## src/rtl/coin_acceptor_if.sv

```systemverilog
// Coin-acceptor signal bundle: raw sensor lines and accept_en in, clean coin codes and status out.
// The coin_total member exists only when COIN_TOTAL_EN is defined.
interface coin_acceptor_if;
  logic       coin5_raw;
  logic       coin10_raw;
  logic       accept_en;
  logic [1:0] coin_out;
  logic       fifo_empty;
  logic       overflow;
`ifdef COIN_TOTAL_EN
  logic [15:0] coin_total;

  modport master (
    output coin5_raw, coin10_raw, accept_en,
    input  coin_out, fifo_empty, overflow, coin_total
  );
  modport slave (
    input  coin5_raw, coin10_raw, accept_en,
    output coin_out, fifo_empty, overflow, coin_total
  );
`else
  modport master (
    output coin5_raw, coin10_raw, accept_en,
    input  coin_out, fifo_empty, overflow
  );
  modport slave (
    input  coin5_raw, coin10_raw, accept_en,
    output coin_out, fifo_empty, overflow
  );
`endif
endinterface

```

## src/rtl/coin_acceptor.sv

```systemverilog
// Coin acceptor: sync -> debounce -> rise detect -> coin FIFO -> registered coin_out pulse.
// Optional COIN_TOTAL_EN macro adds the 16-bit coin_total running sum.
module coin_acceptor #(
  parameter int unsigned DEBOUNCE_CYCLES = 16,
  parameter int unsigned FIFO_DEPTH      = 4
) (
  input logic            clk,
  input logic            rst,
  coin_acceptor_if.slave bus
);

  localparam int unsigned PtrW = $clog2(FIFO_DEPTH);
  localparam int unsigned CntW = PtrW + 1;
  localparam int unsigned DbW  = $clog2(DEBOUNCE_CYCLES);

  // Index 0 is the five-unit line, index 1 the ten-unit line.
  logic [1:0]     sync1_q, sync2_q;
  logic [1:0]     deb_q, deb_d, deb_prev_q;
  logic [DbW-1:0] cnt_q [2];
  logic [DbW-1:0] cnt_d [2];
  logic [1:0]     rise;

  logic           mem_q [FIFO_DEPTH];
  logic           mem_d [FIFO_DEPTH];
  logic [PtrW-1:0] wr_ptr_q, wr_ptr_d, rd_ptr_q, rd_ptr_d;
  logic [CntW-1:0] count_q, count_d, free;
  logic           pop, push5, push10;
  logic [1:0]     coin_out_q, coin_out_d;
  logic           ovf_q, ovf_d;

  always_comb begin
    for (int i = 0; i < 2; i++) begin
      deb_d[i] = deb_q[i];
      cnt_d[i] = '0;
      if (sync2_q[i] != deb_q[i]) begin
        if (cnt_q[i] == DbW'(DEBOUNCE_CYCLES - 1)) begin
          deb_d[i] = sync2_q[i];
        end else begin
          cnt_d[i] = cnt_q[i] + 1'b1;
        end
      end
    end
  end

  assign rise = deb_q & ~deb_prev_q;

  always_comb begin
    pop    = bus.accept_en && (count_q != '0) && (coin_out_q == 2'b00);
    // A same-cycle pop makes room for this cycle's push.
    free   = CntW'(FIFO_DEPTH) - count_q + CntW'(pop);
    push5  = rise[0] && (free != '0);
    push10 = rise[1] && (free > CntW'(push5));
    ovf_d  = (rise[0] && !push5) || (rise[1] && !push10);

    mem_d = mem_q;
    if (push5)  mem_d[wr_ptr_q] = 1'b0;
    if (push10) mem_d[wr_ptr_q + PtrW'(push5)] = 1'b1;

    wr_ptr_d   = wr_ptr_q + PtrW'(push5) + PtrW'(push10);
    rd_ptr_d   = rd_ptr_q + PtrW'(pop);
    count_d    = count_q - CntW'(pop) + CntW'(push5) + CntW'(push10);
    coin_out_d = pop ? (mem_q[rd_ptr_q] ? 2'b10 : 2'b01) : 2'b00;
  end

  always_ff @(posedge clk) begin
    if (rst) begin
      sync1_q    <= '0;
      sync2_q    <= '0;
      // Debounced levels start high so a line held through reset never counts as a coin.
      deb_q      <= 2'b11;
      deb_prev_q <= 2'b11;
      cnt_q      <= '{default: '0};
      mem_q      <= '{default: 1'b0};
      wr_ptr_q   <= '0;
      rd_ptr_q   <= '0;
      count_q    <= '0;
      coin_out_q <= 2'b00;
      ovf_q      <= 1'b0;
    end else begin
      sync1_q    <= {bus.coin10_raw, bus.coin5_raw};
      sync2_q    <= sync1_q;
      deb_q      <= deb_d;
      deb_prev_q <= deb_q;
      cnt_q      <= cnt_d;
      mem_q      <= mem_d;
      wr_ptr_q   <= wr_ptr_d;
      rd_ptr_q   <= rd_ptr_d;
      count_q    <= count_d;
      coin_out_q <= coin_out_d;
      ovf_q      <= ovf_d;
    end
  end

  assign bus.coin_out   = coin_out_q;
  assign bus.overflow   = ovf_q;
  assign bus.fifo_empty = (count_q == '0);

`ifdef COIN_TOTAL_EN
  logic [15:0] total_q, total_d;

  always_comb begin
    unique case (coin_out_q)
      2'b01:   total_d = total_q + 16'd5;
      2'b10:   total_d = total_q + 16'd10;
      default: total_d = total_q;
    endcase
  end

  always_ff @(posedge clk) begin
    if (rst) total_q <= '0;
    else     total_q <= total_d;
  end

  assign bus.coin_total = total_q;
`endif

endmodule

```

## src/flat_wrapper.sv

```systemverilog
// flat-port wrapper written by rule: the top's interface ports become plain ports
module coin_acceptor_flat 
#(
  parameter int unsigned DEBOUNCE_CYCLES = 16,
  parameter int unsigned FIFO_DEPTH      = 4
)
  (clk, rst, bus_coin5_raw, bus_coin10_raw, bus_accept_en, bus_coin_out, bus_fifo_empty, bus_overflow);
  coin_acceptor_if bus_i ();
  input logic clk;
  input logic rst;
  input wire logic [$bits(bus_i.coin5_raw)-1:0] bus_coin5_raw;
  input wire logic [$bits(bus_i.coin10_raw)-1:0] bus_coin10_raw;
  input wire logic [$bits(bus_i.accept_en)-1:0] bus_accept_en;
  output wire logic [$bits(bus_i.coin_out)-1:0] bus_coin_out;
  output wire logic [$bits(bus_i.fifo_empty)-1:0] bus_fifo_empty;
  output wire logic [$bits(bus_i.overflow)-1:0] bus_overflow;
  assign bus_i.coin5_raw = bus_coin5_raw;
  assign bus_i.coin10_raw = bus_coin10_raw;
  assign bus_i.accept_en = bus_accept_en;
  assign bus_coin_out = bus_i.coin_out;
  assign bus_fifo_empty = bus_i.fifo_empty;
  assign bus_overflow = bus_i.overflow;
  coin_acceptor #(.DEBOUNCE_CYCLES(DEBOUNCE_CYCLES), .FIFO_DEPTH(FIFO_DEPTH)) u_core (.clk(clk), .rst(rst), .bus(bus_i));
endmodule
```

## config.mk

```make
export PLATFORM = sky130hd
export DESIGN_NAME = coin_acceptor_flat
export DESIGN_NICKNAME = d
export VERILOG_FILES = /design/src/rtl/coin_acceptor_if.sv /design/src/rtl/coin_acceptor.sv /design/src/flat_wrapper.sv
export SDC_FILE = /design/constraint.sdc
export NUM_CORES = 1
export LEC_CHECK = 0
export ABC_AREA = 0
export CAP_MARGIN = 30
export CORE_UTILIZATION = 56
export CTS_CLUSTER_SIZE = 8
export DETAILED_ROUTE_END_ITERATION = 6
export GPL_TIMING_DRIVEN = 0
export PLACE_DENSITY = 0.73
export SLEW_MARGIN = 10
export SYNTH_ARGS = -nofsm -noshare
export SYNTH_HDL_FRONTEND = slang
export SYNTH_SLANG_ARGS = --single-unit
```

## constraint.sdc

```tcl
create_clock -name clk -period 4.6 [get_ports clk]
set_clock_uncertainty 0.2 [all_clocks]
set_input_delay 0.92 -clock clk [delete_from_list [all_inputs] [get_ports clk]]
set_output_delay 0.92 -clock clk [all_outputs]
set_load 0.01 [all_outputs]
```

---- After elaboration in Yosys (flattened, before gate mapping) ----
Cells that the tools add are included.
word-level totals
  input port bits ......................... 5
  logic and storage cells ................. 77
  bits in registers ....................... 30
  output and inout port bits .............. 4
cells by class
  equal/unequal tests ..................... 4
  mux-type cells .......................... 10
  reductions and logical operators ........ 20
  bitwise gates (word level) .............. 11
  magnitude comparators ................... 6
  add/sub/neg operators ................... 10
operators by type and width
  operator               count
  $add A3 B1 Y3          3
  $ge A3 B3 Y1 const B   3
  $not A2 Y3             3
  $add A4 B1 Y4 const B  2
  $eq A4 B4 Y1 const B   2
  $logic_and A1 B1 Y1    8
  $mux W4                2
  $add A2 B1 Y2          3
  $lt A3 B1 Y1 const B   2
  $reduce_bool A3 Y1     2
  $reduce_or A3 Y1       2
  $and A4 B4 Y4          1
  $demux W1 S2           2
  $mux W1                4
  $not A4 Y4             1
  $or A4 B4 Y4           1
  $reduce_and A2 Y1      2
  $gt A3 B1 Y1           1
  $logic_not A3 Y1       1
  $not A1 Y1             3
  $sub A3 B1 Y3          1
  $sub A3 B3 Y3 const A  1
  $and A2 B2 Y2          1
  $bmux W1 S2            1
  other kinds (7)        9

---- Logic depth before layout (Yosys ltp) ----
  word-level depth ........................ 14
  gate-level depth with buffers ........... 15
  depth with buffers taken out ............ 15

---- Worst setup path before layout ----
OpenSTA, ideal clock, no wires.
  path type ............................... input-to-reg
  from .................................... input port bus_accept_en
  to ...................................... register u_core.count_q[1]
  buffers on the path ..................... 0
  required time ........................... 4272 ps
  library setup time ...................... 128 ps
  arrival time ............................ 3371 ps
  stages on the path ...................... 11
  setup slack ............................. 901 ps
  path through ............................ or4b_4 > ha_1 > inv_1 > ha_1 > nand2b_1 > o21ai_2 > ha_1 > fa_1 > inv_1 > fa_1 > nor2b_1
between the ends
  cells in the longest elaborated chain, start to end .. 8
  elaborated cells between the ends (all ways) .. 10
  classes of those cells .................. 4 x add/sub; 1 x order compare; 5 x reduce/logical
ends and longest elaborated chain
  element                             RTL line             RTL
  from (decl)                         flat_wrapper.sv:13   input wire logic [$bits(bus_i.accept_en)-1:0] bus_accept_en;
  $logic_and A1 B1 Y1 * (2 in a row)  coin_acceptor.sv:48  pop = bus.accept_en && (count_q != '0) && (coin_out_q == 2'b00);
  $add A3 B1 Y3                       coin_acceptor.sv:50  free = CntW'(FIFO_DEPTH) - count_q + CntW'(pop);
  $reduce_bool A3 Y1                  coin_acceptor.sv:51  push5 = rise[0] && (free != '0);
  $logic_and A1 B1 Y1                 coin_acceptor.sv:51
  $gt A3 B1 Y1                        coin_acceptor.sv:52  push10 = rise[1] && (free > CntW'(push5));
  $logic_and A1 B1 Y1                 coin_acceptor.sv:52
  $add A3 B1 Y3 *                     coin_acceptor.sv:61  count_d = count_q - CntW'(pop) + CntW'(push5) + CntW'(push10);
  named net u_core.count_d[1]         coin_acceptor.sv:26  logic [CntW-1:0] count_q, count_d, free;
  to (signal assigned)                coin_acceptor.sv:88  count_q <= count_d;
  to (decl)                           coin_acceptor.sv:26
Mark *: on every way through the listed nets, which the timed path passes. The rest lies on a longest branch.
A chain may end at the register's enable or synchronous reset.

---- Worst setup path after layout ----
Ends and elaborated chain as after synthesis.

==> results <==
==> where the power goes <==
group | switching (µW) | internal, µW | leakage [µW]
Clock | 88.0 | 73.9 | 0.0000353
Sequential | 22.3 | 283 | 0.000245
Combinational | 97.9 | 98.1 | 0.000317
==> cells in the final DEF, fill, tap and decap left out, drive strengths merged, types with 4 or more instances in the layout <==
master / n
nand3: 5
xnor2: 9
inv: 12
nor2: 11
ha: 8
clkbuf: 10
dfxtp: 30
xor2: 4
clkdlybuf4s50: 7
nor2b: 8
nor3: 5
==> cells in the mapped netlist (all sizes together) (2+ instances only) <==
cell	count	area, µm²
dfxtp	30	601
inv	12	45.0
nor2	11	41.3
xnor2	9	78.8
ha	8	100
nor2b	8	50.1
nand3	5	25.0
nor3	5	35.0
xor2	4	35.0
a21oi	3	15.0
and3	3	18.8
clkbuf	3	11.3
nand2b	3	18.8
fa	2	40.0
mux2i	2	20.0
nand2	2	7.51
o211ai	2	15.0
o31ai	2	15.0
or2	2	12.5
==> cells by family after synthesis <==
| family | count (synthesis) |
|---|---|
| DFF | 30 |
| adders and majority gates | 10 |
| xor gates and xnor gates | 13 |
| buffers and inverters | 15 |
| AOI/OAI and AO/OA | 11 |
| and+or+nand+nor | 45 |
| muxes | 3 |
==> layer usage <==
layer  up-vias  part of all wire
met2        17              0.46
met3         7             0.047
li1        454                 -
met1       409              0.48
met4         0             0.020
met5         -                 0
==> layout make-up <==
class | instances | area, µm²
Multi-Input combinational cell | 82 | 648
Clock inverter | 1 | 5.00
Sequential cell | 30 | 601
Fill cell | 207 | 742
Inverter | 12 | 45.0
Tap cell | 28 | 35.0
Timing Repair Buffer | 7 | 70.1
Buffer | 3 | 11.3
Clock buffer | 7 | 55.1
==> how the worst max path moves through the flow <==
stage                                   end  depth (start not counted)
after floorplan           u_core.count_q[1]                         11
after global placement    u_core.count_q[1]                         12
after detailed placement  u_core.count_q[1]                         12
after CTS                 u_core.count_q[1]                         12
after global routing      u_core.count_q[1]                         12
final                     u_core.count_q[1]                         12
==> state kept, by name, indices dropped and copies added (netlist names) <==
register,flops
u_core.sync1_q,2
u_core.rd_ptr_q,2
u_core.deb_prev_q,2
u_core.deb_q,2
u_core.bus.overflow,1
u_core.mem_q,4
u_core.bus.coin_out,2
u_core.sync2_q,2
u_core.cnt_q,8
u_core.wr_ptr_q,2
u_core.count_q,3
==> worst max-delay path, stage by stage <==
cell and delay [ns]:
clkdlybuf4s50_1 0.44, or4b_4 0.50, ha_1 0.21, inv_1 0.05, ha_1 0.23, nand2b_1 0.15, o21ai_2 0.22, ha_1 0.29
fa_1 0.36, inv_1 0.08, fa_1 0.39, nor2b_1 0.13
==> per-stage QoR <==
step                cell area (µm²)  hold slack [ns]  utilization  power, µW
global route                   1470            0.273        0.665        714
finish                         1470            0.255        0.665        664
floorplan                      1310            0.214            -        457
detailed placement             1410            0.239        0.637        507
global placement               1410            0.225        0.637        497
CTS                            1470            0.260        0.665        669
==> results.sh <==
export IMPL_maxSlewHeadroom=0.668
export IMPL_wl_per_cell_um=12.5
export IMPL_cp_arrival_ns=3.98
export IMPL_timing_fmax_ghz=0.252
export IMPL_use_met3=0.0909
export IMPL_post_place_ws_ns=0.279
export IMPL_grt_ovfl_total=0
export IMPL_synthMuxAreaShare=0.0326
export IMPL_dieArea_um2=2530
export IMPL_synth_compound_area_frac=0.0671
export IMPL_finalSetupViolations=0
export IMPL_min_period_ns=3.97
export IMPL_grt_first_pass_wirelength_mm=3.80
export IMPL_vias=887
export IMPL_setup_ws_ns=0.629
export IMPL_via_per_inst=5.22
export IMPL_synthToLayoutAreaGrowth_pct=12.7
export IMPL_grt_met2_usage=0.338
export IMPL_final_max_slew_viol_count=0
export IMPL_port_buffers=7
export IMPL_ys_ff_latch=30
export IMPL_power_density_nw_per_um2=451
export IMPL_initial_core_util=0.590
export IMPL_synthCells=127
export IMPL_drtIter0Drc=6
export IMPL_r2r_slack_ns=1.11
export IMPL_synth_adder_area_share=0.107
export IMPL_die_y_um=50.3
export IMPL_synthFlopType="dfxtp_1"
export IMPL_holdBufCountCts=0
export IMPL_cts_tree="done"
export IMPL_ys_warn_count=0
export IMPL_dp_hpwl_mm=1.56
export IMPL_busiest_layer="met2"
export IMPL_drt_wl_total_mm=2.13
export IMPL_core_um2=2210
export IMPL_syn_num_nets=142
export IMPL_hold_violations=0
export IMPL_antenna_found_initial=0
export IMPL_numCtsBuffers=5
export IMPL_stdcell_count=170
export IMPL_synthXorXnorAreaFrac=0.0872
export IMPL_tns_ns=0
export IMPL_tightest_slew_ns=0.498
export IMPL_hold_path_depth=1
export IMPL_drive_gt1_frac=0.127
export IMPL_drcViolationCount=0
export IMPL_critPathRequiredTime_ns=4.61
export IMPL_die_w_um=50.3
export IMPL_worstHoldPathType="flop to flop"
export IMPL_ir_worst_vdd_mv=0.289
export IMPL_worst_path_max_fanout=4
export IMPL_synthesis_area_um2=1310
export IMPL_synth_top_family_by_area="simple AND/OR/NAND/NOR gates"
export IMPL_rsz0062_at_grt="false"
export IMPL_grt_use_met1=0.248
export IMPL_gp_congestion=0.800
export IMPL_crit_path_start="bus_accept_en"
export IMPL_syn_area_per_cell_um2=10.3
export IMPL_clockBufferDepth=2
export IMPL_hold_end="u_core.cnt_q[0]"
export IMPL_reg2reg_from="u_core.count_q[2]"
export IMPL_total_leakage_power_uw=0.000597
export IMPL_dp_cells=162
export IMPL_ant_nets=0
export IMPL_cp_start_kind="primary input"
export IMPL_firstDrtPassIters=4
export IMPL_synthArstFlopShare=0
export IMPL_finalCritPeriodShare=0.863
export IMPL_status="completed"
export IMPL_maxCapViolations=0
export IMPL_seq_area_frac_synth=0.460
export IMPL_clock_sinks=30
export IMPL_cts_root_buf="clkbuf_4"
export IMPL_holdCritStartpoint="u_core.cnt_q[0]"
export IMPL_fin_nets=156
export IMPL_htreeDepth=2
export IMPL_clkLatencyLatePin_ns=0.33
export IMPL_ios=9
export IMPL_synthDistinctLibCells=32
export IMPL_grt_pass1_vias=857
export IMPL_path_class="primary input to flop"
export IMPL_antenna_cells=0
export IMPL_grt_max_degree=11
export IMPL_synth_edff_count=0
export IMPL_ctsResizeCount=0
export IMPL_synth_simple_area_share=0.202
export IMPL_crit_path_end_kind="flop"
export IMPL_num_rows=17
export IMPL_path_clk_slew_ns=0.09
export IMPL_grtUsageTotal=0.214
export IMPL_post_cts_buffers=0
export IMPL_r2r_end="u_core.count_q[1]"
export IMPL_ff2ff_path_depth=12
Note: power is estimated with default switching activity, not from simulation.
